[src/rtl/step_watchdog_pkg.sv]
// Shared types, width helpers and status-word layout for the step activity watchdog.
package step_watchdog_pkg;

   localparam int unsigned DBG_BITS = 8;

   // Status word bit positions as seen by the command block.
   localparam int unsigned STAT_ALERT_LSB    = 0;
   localparam int unsigned STAT_STICKY_LSB   = 8;
   localparam int unsigned STAT_SHUTDOWN_BIT = 16;
   localparam int unsigned STAT_ARMED_BIT    = 17;
   localparam int unsigned STAT_CHAN_LSB     = 24;

   typedef enum logic [1:0] {
      WD_DISARMED = 2'd0,
      WD_ARMED    = 2'd1,
      WD_TRIPPED  = 2'd2
   } wd_state_t;

   function automatic int unsigned ch_bits(input int unsigned n);
      return (n > 1) ? $clog2(n) : 1;
   endfunction

   // Ten seconds of idle time at the given clock rate.
   function automatic longint unsigned default_timeout(input longint unsigned hz);
      return hz * 64'd10;
   endfunction

endpackage

[src/rtl/step_watchdog_if.sv]
// Step inputs, configuration strobes and status outputs of the step watchdog.
interface step_watchdog_if
   import step_watchdog_pkg::*;
#(
   parameter int unsigned NCHAN    = 6,
   parameter int unsigned CNT_BITS = 32,
   parameter int unsigned CH_BITS  = ch_bits(NCHAN)
);
   logic [NCHAN-1:0]    step;
   logic                arm_in;
   logic                cfg_to_wr;
   logic [CH_BITS-1:0]  cfg_addr;
   logic [CNT_BITS-1:0] cfg_timeout;
   logic                cfg_mask_wr;
   logic [NCHAN-1:0]    cfg_mask;
   logic                clr;
   logic [NCHAN-1:0]    alert;
   logic [NCHAN-1:0]    alert_sticky;
   logic                armed;
   logic                req_shutdown;
   logic [CH_BITS-1:0]  shutdown_chan;
   logic [CH_BITS-1:0]  dbg_sel;
   logic [DBG_BITS-1:0] dbg_idle;

   modport master (
      output step, arm_in, cfg_to_wr, cfg_addr, cfg_timeout, cfg_mask_wr, cfg_mask, clr, dbg_sel,
      input  alert, alert_sticky, armed, req_shutdown, shutdown_chan, dbg_idle
   );

   modport slave (
      input  step, arm_in, cfg_to_wr, cfg_addr, cfg_timeout, cfg_mask_wr, cfg_mask, clr, dbg_sel,
      output alert, alert_sticky, armed, req_shutdown, shutdown_chan, dbg_idle
   );
endinterface

[src/rtl/step_watchdog_chan.sv]
// One monitored step channel: edge detect, saturating idle counter, timeout and alerts.
module step_watchdog_chan #(
   parameter int unsigned     CNT_BITS        = 32,
   parameter longint unsigned DEFAULT_TIMEOUT = 64'd480000000
) (
   input  logic                clk,
   input  logic                rst,
   input  logic                step,
   input  logic                clr,
   input  logic                to_wr,
   input  logic [CNT_BITS-1:0] to_val,
   output logic [CNT_BITS-1:0] count,
   output logic                exp_c,
   output logic                alert,
   output logic                alert_sticky
);

   logic                prev_step;
   logic [CNT_BITS-1:0] timeout;

   // A zero timeout disables the channel entirely.
   assign exp_c = (timeout != '0) && (count >= timeout);

   always_ff @(posedge clk or posedge rst) begin
      if (rst) begin
         prev_step    <= 1'b0;
         count        <= '0;
         timeout      <= CNT_BITS'(DEFAULT_TIMEOUT);
         alert        <= 1'b0;
         alert_sticky <= 1'b0;
      end else begin
         prev_step <= step;
         if (step != prev_step) begin
            count <= '0;
         end else if (timeout == '0) begin
            count <= '0;
         end else if (count < timeout) begin
            count <= count + CNT_BITS'(1);
         end
         if (to_wr) begin
            timeout <= to_val;
         end
         alert        <= exp_c;
         alert_sticky <= clr ? 1'b0 : (alert_sticky | exp_c);
      end
   end

endmodule

[src/rtl/step_watchdog.sv]
// N-channel step activity watchdog with armed, latched first-cause shutdown request.
module step_watchdog
   import step_watchdog_pkg::*;
#(
   parameter int unsigned     NCHAN           = 6,
   parameter int unsigned     CNT_BITS        = 32,
   parameter int unsigned     HZ              = 48000000,
   parameter longint unsigned DEFAULT_TIMEOUT = default_timeout(64'(HZ)),
   parameter logic [NCHAN-1:0] DEFAULT_MASK   = NCHAN'(6'b100000),
   parameter bit              ARM_POL         = 1'b0,
   parameter int unsigned     CH_BITS         = ch_bits(NCHAN)
) (
   input logic           clk,
   input logic           rst,
   step_watchdog_if.slave bus
);

   logic [CNT_BITS-1:0] count [NCHAN];
   logic [NCHAN-1:0]    exp_c;
   logic [NCHAN-1:0]    alert_v;
   logic [NCHAN-1:0]    sticky_v;
   logic [NCHAN-1:0]    mask_q;
   logic [NCHAN-1:0]    hit_c;
   logic [CH_BITS-1:0]  first_c;
   logic [1:0]          arm_sync_q;
   wd_state_t           state_q, state_d;
   logic [CH_BITS-1:0]  chan_q, chan_d;
   logic [DBG_BITS-1:0] dbg_c, dbg_q;

   for (genvar i = 0; i < int'(NCHAN); i++) begin : g_chan
      step_watchdog_chan #(
         .CNT_BITS       (CNT_BITS),
         .DEFAULT_TIMEOUT(DEFAULT_TIMEOUT)
      ) u_chan (
         .clk         (clk),
         .rst         (rst),
         .step        (bus.step[i]),
         .clr         (bus.clr),
         .to_wr       (bus.cfg_to_wr && (bus.cfg_addr == CH_BITS'(i))),
         .to_val      (bus.cfg_timeout),
         .count       (count[i]),
         .exp_c       (exp_c[i]),
         .alert       (alert_v[i]),
         .alert_sticky(sticky_v[i])
      );
   end

   // Lowest expired channel in the shutdown mask.
   always_comb begin
      hit_c   = exp_c & mask_q;
      first_c = '0;
      for (int i = int'(NCHAN) - 1; i >= 0; i--) begin
         if (hit_c[i]) first_c = CH_BITS'(i);
      end
   end

   always_comb begin
      dbg_c = '0;
      for (int i = 0; i < int'(NCHAN); i++) begin
         if (bus.dbg_sel == CH_BITS'(i)) dbg_c = count[i][CNT_BITS-1 -: DBG_BITS];
      end
   end

   // Synchroniser resets to 0, so with active-low arming the block arms on the first clock after reset.
   always_ff @(posedge clk or posedge rst) begin
      if (rst) begin
         arm_sync_q <= '0;
         mask_q     <= DEFAULT_MASK;
         dbg_q      <= '0;
      end else begin
         arm_sync_q <= {arm_sync_q[0], bus.arm_in};
         if (bus.cfg_mask_wr) mask_q <= bus.cfg_mask;
         dbg_q <= dbg_c;
      end
   end

   always_ff @(posedge clk or posedge rst) begin
      if (rst) begin
         state_q <= WD_DISARMED;
         chan_q  <= '0;
      end else begin
         state_q <= state_d;
         chan_q  <= chan_d;
      end
   end

   // clr overrides arming and a same-cycle trip; the first trip cause is held until clr.
   always_comb begin
      state_d = state_q;
      chan_d  = chan_q;
      if (bus.clr) begin
         state_d = WD_DISARMED;
         chan_d  = '0;
      end else begin
         case (state_q)
            WD_DISARMED: if (arm_sync_q[1] == ARM_POL) state_d = WD_ARMED;
            WD_ARMED: begin
               if (|hit_c) begin
                  state_d = WD_TRIPPED;
                  chan_d  = first_c;
               end
            end
            default: state_d = state_q;
         endcase
      end
   end

   assign bus.alert         = alert_v;
   assign bus.alert_sticky  = sticky_v;
   assign bus.armed         = (state_q != WD_DISARMED);
   assign bus.req_shutdown  = (state_q == WD_TRIPPED);
   assign bus.shutdown_chan = chan_q;
   assign bus.dbg_idle      = dbg_q;

endmodule

[src/flat_wrapper.sv]
// flat-port wrapper written by rule: the top's interface ports become plain ports
module step_watchdog_flat import step_watchdog_pkg::*;
#(
   parameter int unsigned     NCHAN           = 6,
   parameter int unsigned     CNT_BITS        = 32,
   parameter int unsigned     HZ              = 48000000,
   parameter longint unsigned DEFAULT_TIMEOUT = default_timeout(64'(HZ)),
   parameter logic [NCHAN-1:0] DEFAULT_MASK   = NCHAN'(6'b100000),
   parameter bit              ARM_POL         = 1'b0,
   parameter int unsigned     CH_BITS         = ch_bits(NCHAN)
)
  (clk, rst, bus_step, bus_arm_in, bus_cfg_to_wr, bus_cfg_addr, bus_cfg_timeout, bus_cfg_mask_wr, bus_cfg_mask, bus_clr, bus_dbg_sel, bus_alert, bus_alert_sticky, bus_armed, bus_req_shutdown, bus_shutdown_chan, bus_dbg_idle);
  step_watchdog_if #(.NCHAN(NCHAN), .CNT_BITS(CNT_BITS), .CH_BITS(CH_BITS)) bus_i ();
  input logic clk;
  input logic rst;
  input wire logic [$bits(bus_i.step)-1:0] bus_step;
  input wire logic [$bits(bus_i.arm_in)-1:0] bus_arm_in;
  input wire logic [$bits(bus_i.cfg_to_wr)-1:0] bus_cfg_to_wr;
  input wire logic [$bits(bus_i.cfg_addr)-1:0] bus_cfg_addr;
  input wire logic [$bits(bus_i.cfg_timeout)-1:0] bus_cfg_timeout;
  input wire logic [$bits(bus_i.cfg_mask_wr)-1:0] bus_cfg_mask_wr;
  input wire logic [$bits(bus_i.cfg_mask)-1:0] bus_cfg_mask;
  input wire logic [$bits(bus_i.clr)-1:0] bus_clr;
  input wire logic [$bits(bus_i.dbg_sel)-1:0] bus_dbg_sel;
  output wire logic [$bits(bus_i.alert)-1:0] bus_alert;
  output wire logic [$bits(bus_i.alert_sticky)-1:0] bus_alert_sticky;
  output wire logic [$bits(bus_i.armed)-1:0] bus_armed;
  output wire logic [$bits(bus_i.req_shutdown)-1:0] bus_req_shutdown;
  output wire logic [$bits(bus_i.shutdown_chan)-1:0] bus_shutdown_chan;
  output wire logic [$bits(bus_i.dbg_idle)-1:0] bus_dbg_idle;
  assign bus_i.step = bus_step;
  assign bus_i.arm_in = bus_arm_in;
  assign bus_i.cfg_to_wr = bus_cfg_to_wr;
  assign bus_i.cfg_addr = bus_cfg_addr;
  assign bus_i.cfg_timeout = bus_cfg_timeout;
  assign bus_i.cfg_mask_wr = bus_cfg_mask_wr;
  assign bus_i.cfg_mask = bus_cfg_mask;
  assign bus_i.clr = bus_clr;
  assign bus_i.dbg_sel = bus_dbg_sel;
  assign bus_alert = bus_i.alert;
  assign bus_alert_sticky = bus_i.alert_sticky;
  assign bus_armed = bus_i.armed;
  assign bus_req_shutdown = bus_i.req_shutdown;
  assign bus_shutdown_chan = bus_i.shutdown_chan;
  assign bus_dbg_idle = bus_i.dbg_idle;
  step_watchdog #(.NCHAN(NCHAN), .CNT_BITS(CNT_BITS), .HZ(HZ), .DEFAULT_TIMEOUT(DEFAULT_TIMEOUT), .DEFAULT_MASK(DEFAULT_MASK), .ARM_POL(ARM_POL), .CH_BITS(CH_BITS)) u_core (.clk(clk), .rst(rst), .bus(bus_i));
endmodule
[config.mk]
export PLATFORM = sky130hd
export DESIGN_NAME = step_watchdog_flat
export DESIGN_NICKNAME = d
export VERILOG_FILES = /design/src/rtl/step_watchdog_pkg.sv /design/src/rtl/step_watchdog_if.sv /design/src/rtl/step_watchdog_chan.sv /design/src/rtl/step_watchdog.sv /design/src/flat_wrapper.sv
export SDC_FILE = /design/constraint.sdc
export NUM_CORES = 1
export LEC_CHECK = 0
export CORE_UTILIZATION = 30
export CTS_CLUSTER_DIAMETER = 40
export DETAILED_ROUTE_END_ITERATION = 7
export GPL_ROUTABILITY_DRIVEN = 1
export PLACE_DENSITY = 0.54
export SLEW_MARGIN = 0
export SYNTH_ARGS = -nofsm -noshare
export SYNTH_HDL_FRONTEND = slang
export SYNTH_SLANG_ARGS = --single-unit
[constraint.sdc]
create_clock -name clk -period 18 [get_ports clk]
set_clock_uncertainty 0.1 [all_clocks]
set_input_delay 3.6 -clock clk [delete_from_list [all_inputs] [get_ports clk]]
set_output_delay 3.6 -clock clk [all_outputs]
set_load 0.05 [all_outputs]
==> flow_results.org <==
** Outcome
- Outcome :: finished clean

** Detailed routing
- For this block, the via count after detailed routing is 18500.
- Count of TritonRoute iterations in the first routing pass :: 5
- In this run, the number of DRC markers left after iteration 0 of detailed routing was 1328.
- In the routed layout, each cell is associated on average with a via count of 5.07.
- After detailed routing, the total wire length is 69.9 mm.
- After detailed routing, the number of remaining DRC violations is 0.
- Antenna Nets Post-Route :: 0
- Wire length per cell after detailed routing :: 19.2 um

** Synth
- Of the synthesized area, sequential elements account for 0.455.
- Post-Synth XOR/XNOR Area :: 0.0650
- Post-synth ARST share :: 1.00
- Of the post-synthesis cell area, the part taken by muxes is 0.0492.
- The synthesized design contains 423 register bits.
- Synth area leaders :: sky130_fd_sc_hd__dfrtp_1, sky130_fd_sc_hd__ha_1, sky130_fd_sc_hd__dfstp_2
- Dominant combinational cell family by area after synthesis :: simple AND/OR/NAND/NOR gates
- After synthesis, the mean cell area works out to 9.63 um2.
- During synthesis, Yosys emitted a total of 0 warnings.
- Counting distinct cell types in the post-synthesis netlist gives 64.
- For this run, the leading register cell type out of synthesis is sky130_fd_sc_hd__dfrtp_1.
- Most numerous cell types in the synthesized netlist :: sky130_fd_sc_hd__dfrtp_1, sky130_fd_sc_hd__nand2_1, sky130_fd_sc_hd__inv_1
- Post-synth EDFFs :: 0
- Fraction of post-synthesis cell area in the top cell type by area :: 0.387
- Post-synthesis cell area :: 23400 um2
- Adder-cell share of the synthesized area :: 0.106
- By instance count, the leading cell after synthesis is sky130_fd_sc_hd__dfrtp_1.
- Post-Synthesis Net Count :: 2687
- Area fraction in compound gates after synthesis :: 0.0941
- Of the total synthesized cell area, the portion taken by AND, OR, NAND and NOR gates is 0.178.
- Post-Synthesis Cells :: 2433
- The synthesized design spends more area on one cell type than any other, namely sky130_fd_sc_hd__dfrtp_1.

** Critical path
- STA classifies the critical path startpoint as a flop.
- Slowest cell on the critical path :: sky130_fd_sc_hd__clkdlybuf4s50_1
- Of all nets on the critical path, the largest fanout is 5.
- In this design, the stage delay of the slowest critical-path cell is 0.70 ns.
- Data on the critical path is required at its endpoint by 14.30 ns.
- The worst setup path is of the reg -> out kind.
- Worst Setup End Kind :: primary output
- At the worst endpoint, the arrival time is 2.06 ns.
- Ordered list of cells on the worst path :: or2_2 -> clkdlybuf4s50_1

** Floorplan
- DIE WIDTH :: 281 um
- For this design the top-level I/O count stands at 81.
- The total area inside the core boundary comes to 77300 um2.
- The floorplan step defined a die boundary enclosing 79200 um2.
- The floorplan has 102 rows.
- Initial core utilization :: 0.303
- Height of the die :: 281 um

** STA
- For this run, the top clock speed supported by timing is 174 MHz.
- Count of endpoints failing setup in the final report :: 0
- Worst hold slack :: 0.250 ns
- Post-route clock period utilization :: 0.320
- Actual transition at the worst max-transition pin :: 1.20 ns
- Max-slew violation total from the final report :: 0
- The worst path in the final design needs a cycle of 5.76 ns, including I/O delays and setup.
- Slew HR :: 0.196
- Final-layout setup total negative slack :: 0 ns
- Final number of hold-violating endpoints :: 0
- Final worst setup slack :: 12.24 ns
- RSZ-0062 raised after global routing :: no

** Global routing
- The first global-routing pass estimated 108 mm of wire.
- The number of antenna violations at the first check in global routing came to 7.
- Maximum number of pins on one net before global-route repair :: 164
- After global routing the overflow that remains totals 0.
- Combined global-route utilization of all metal layers :: 0.179
- The number of global-route vias before repair is 18800.

** Clocking
- In this run the clock root is driven by a sky130_fd_sc_hd__clkbuf_16.
- CTS tree :: done
- Insertion delay to the later sink of the worst-skew pair :: 0.63 ns
- After clock tree synthesis, the setup repair step added 0 buffers.
- Hold repair after CTS inserted 0 buffers.
- The clock tree synthesis step divided the H-tree into 3 levels.
- Clock tree buffer depth :: 3
- Clock-pin slew was measured on the worst setup and hold paths at 0.05 ns.
- Number of sinks handled by clock tree synthesis :: 423
- Inserted Clock Buffers :: 79
- Gates resized during post-CTS repair numbered 0.

** Placement
- Routability cong. :: 0.841
- Summing all placed instances gives a cell area of 25400 um2.
- Detailed placement ended at an HPWL of 48.6 mm.
- Including well taps, the total number of placed cells is 3490.
- During placement, the flow inserted port buffers numbering 80.
- Dpl ws :: 11.60 ns

** Power and ir drop
- Pwr/cell area :: 112 nW/um2
- In this run the static leakage power is 12.6 nW.
- Across the VDD grid, the largest voltage drop is 70.9 uV.
- Final Total Pwr :: 3.17 mW

** Layout
- Final nets :: 2785
- Signed area change from the synthesized netlist to the final layout :: 21.0%
- The filler cells instantiated in the layout total 7733.
- Of the cells placed in the final design, the portion with a size suffix greater than 1 is 0.129.
- Total non-filler cell area in the finished layout :: 28300 um2
- Non-filler cells, final :: 3642
- Post-route core utilization :: 0.366

** Flow run
- Across the run, the number of max-cap violations was 0.

** Worst hold path
- The worst hold path belongs to the class reg -> reg.
==> area by class of cell <==
class	instances	area, um2	area share
timing repair buffer	104	993	0.0351
clock inverter	58	801	0.0283
sequential	423	10700	0.376
tap	1040	1300	0.0459
multi-input combinational	1695	11600	0.409
inverter	228	863	0.0305
clock buffer	90	2120	0.0747
antenna	4	10.0	0.000353
==> power by group <==
part           internal [mW]  switching (mW)  total (mW)
registers               1.08          0.0764        1.15
clock network           1.04           0.578        1.62
logic                  0.149           0.244       0.393
total                   2.27           0.898        3.17
==> placed cells by master (no fill, tap or decap), types with 10 or more instances in the layout <==
cell and n:
sky130_fd_sc_hd__xor2_1 128, sky130_fd_sc_hd__mux2_2 74, sky130_fd_sc_hd__and2_1 14, sky130_fd_sc_hd__a21oi_1 98
sky130_fd_sc_hd__nor2_1 212, sky130_fd_sc_hd__clkdlybuf4s50_1 80, sky130_fd_sc_hd__inv_6 11, sky130_fd_sc_hd__o21ai_0 173
sky130_fd_sc_hd__dfrtp_1 362, sky130_fd_sc_hd__clkbuf_8 10, sky130_fd_sc_hd__nor2b_1 11, sky130_fd_sc_hd__a211oi_1 19
sky130_fd_sc_hd__o211ai_1 14, sky130_fd_sc_hd__ha_1 198, sky130_fd_sc_hd__mux2i_1 14, sky130_fd_sc_hd__nand2_1 236
sky130_fd_sc_hd__inv_1 227, sky130_fd_sc_hd__or3_1 24, sky130_fd_sc_hd__and3_1 39, sky130_fd_sc_hd__buf_4 23
sky130_fd_sc_hd__nand3_1 79, sky130_fd_sc_hd__bufinv_16 12, sky130_fd_sc_hd__and4_1 23, sky130_fd_sc_hd__clkbuf_16 79
sky130_fd_sc_hd__nor4_1 58, sky130_fd_sc_hd__dfstp_2 61, sky130_fd_sc_hd__nor3_1 23, sky130_fd_sc_hd__xnor2_1 46
sky130_fd_sc_hd__nand4_1 117
==> critical path: cells and delay by family, from the launching register on <==
family | cells | cell delay, ns
buf+inv | 1 | 0.70
simple gates | 1 | 0.32
flops | 1 | 0.41
==> per-layer routing <==
layer	vias up	wire, um	track usage
li1	8731	-	-
met1	9139	32300	0.245
met2	471	30300	0.270
met3	110	4830	0.0425
met4	2	2450	0.0733
met5	-	10	0
==> registers in the layout, indices dropped and copies added (netlist names) <==
signal                             count
u_core.arm_sync_q                      2
u_core.bus.dbg_idle                    8
u_core.bus.shutdown_chan               3
u_core.g_chan.u_chan.alert             6
u_core.g_chan.u_chan.alert_sticky      6
u_core.g_chan.u_chan.count           192
u_core.g_chan.u_chan.prev_step         6
u_core.g_chan.u_chan.timeout         192
u_core.mask_q                          6
u_core.state_q                         2
==> kinds of logic after synthesis <==
logic type | count (synthesis)
simple gates | 856
flops | 423
compound gates | 371
buf+inv | 315
fa+ha+maj | 198
xor+xnor | 174
mux | 96
==> path summary, 6_finish.rpt <==
| kind | startpoint | end | slack (ns) | cells past startpoint |
|---|---|---|---|---|
| setup / recovery | u_core.state_q[1] | bus_armed | 12.24 | 2 |
| hold / removal | u_core.arm_sync_q[0] | u_core.arm_sync_q[1] | 0.25 | 0 |
| setup reg to reg | u_core.g_chan[3].u_chan.timeout[27] | u_core.bus.shutdown_chan[1] | 14.28 | 10 |
| hold reg to reg | u_core.arm_sync_q[0] | u_core.arm_sync_q[1] | 0.25 | 0 |
| max in group asynchronous | rst | u_core.g_chan[5].u_chan.count[20] | 12.38 | 4 |
| min in group asynchronous | rst | u_core.g_chan[0].u_chan.timeout[9] | 3.36 | 2 |
(Power assumes the default switching activity.)
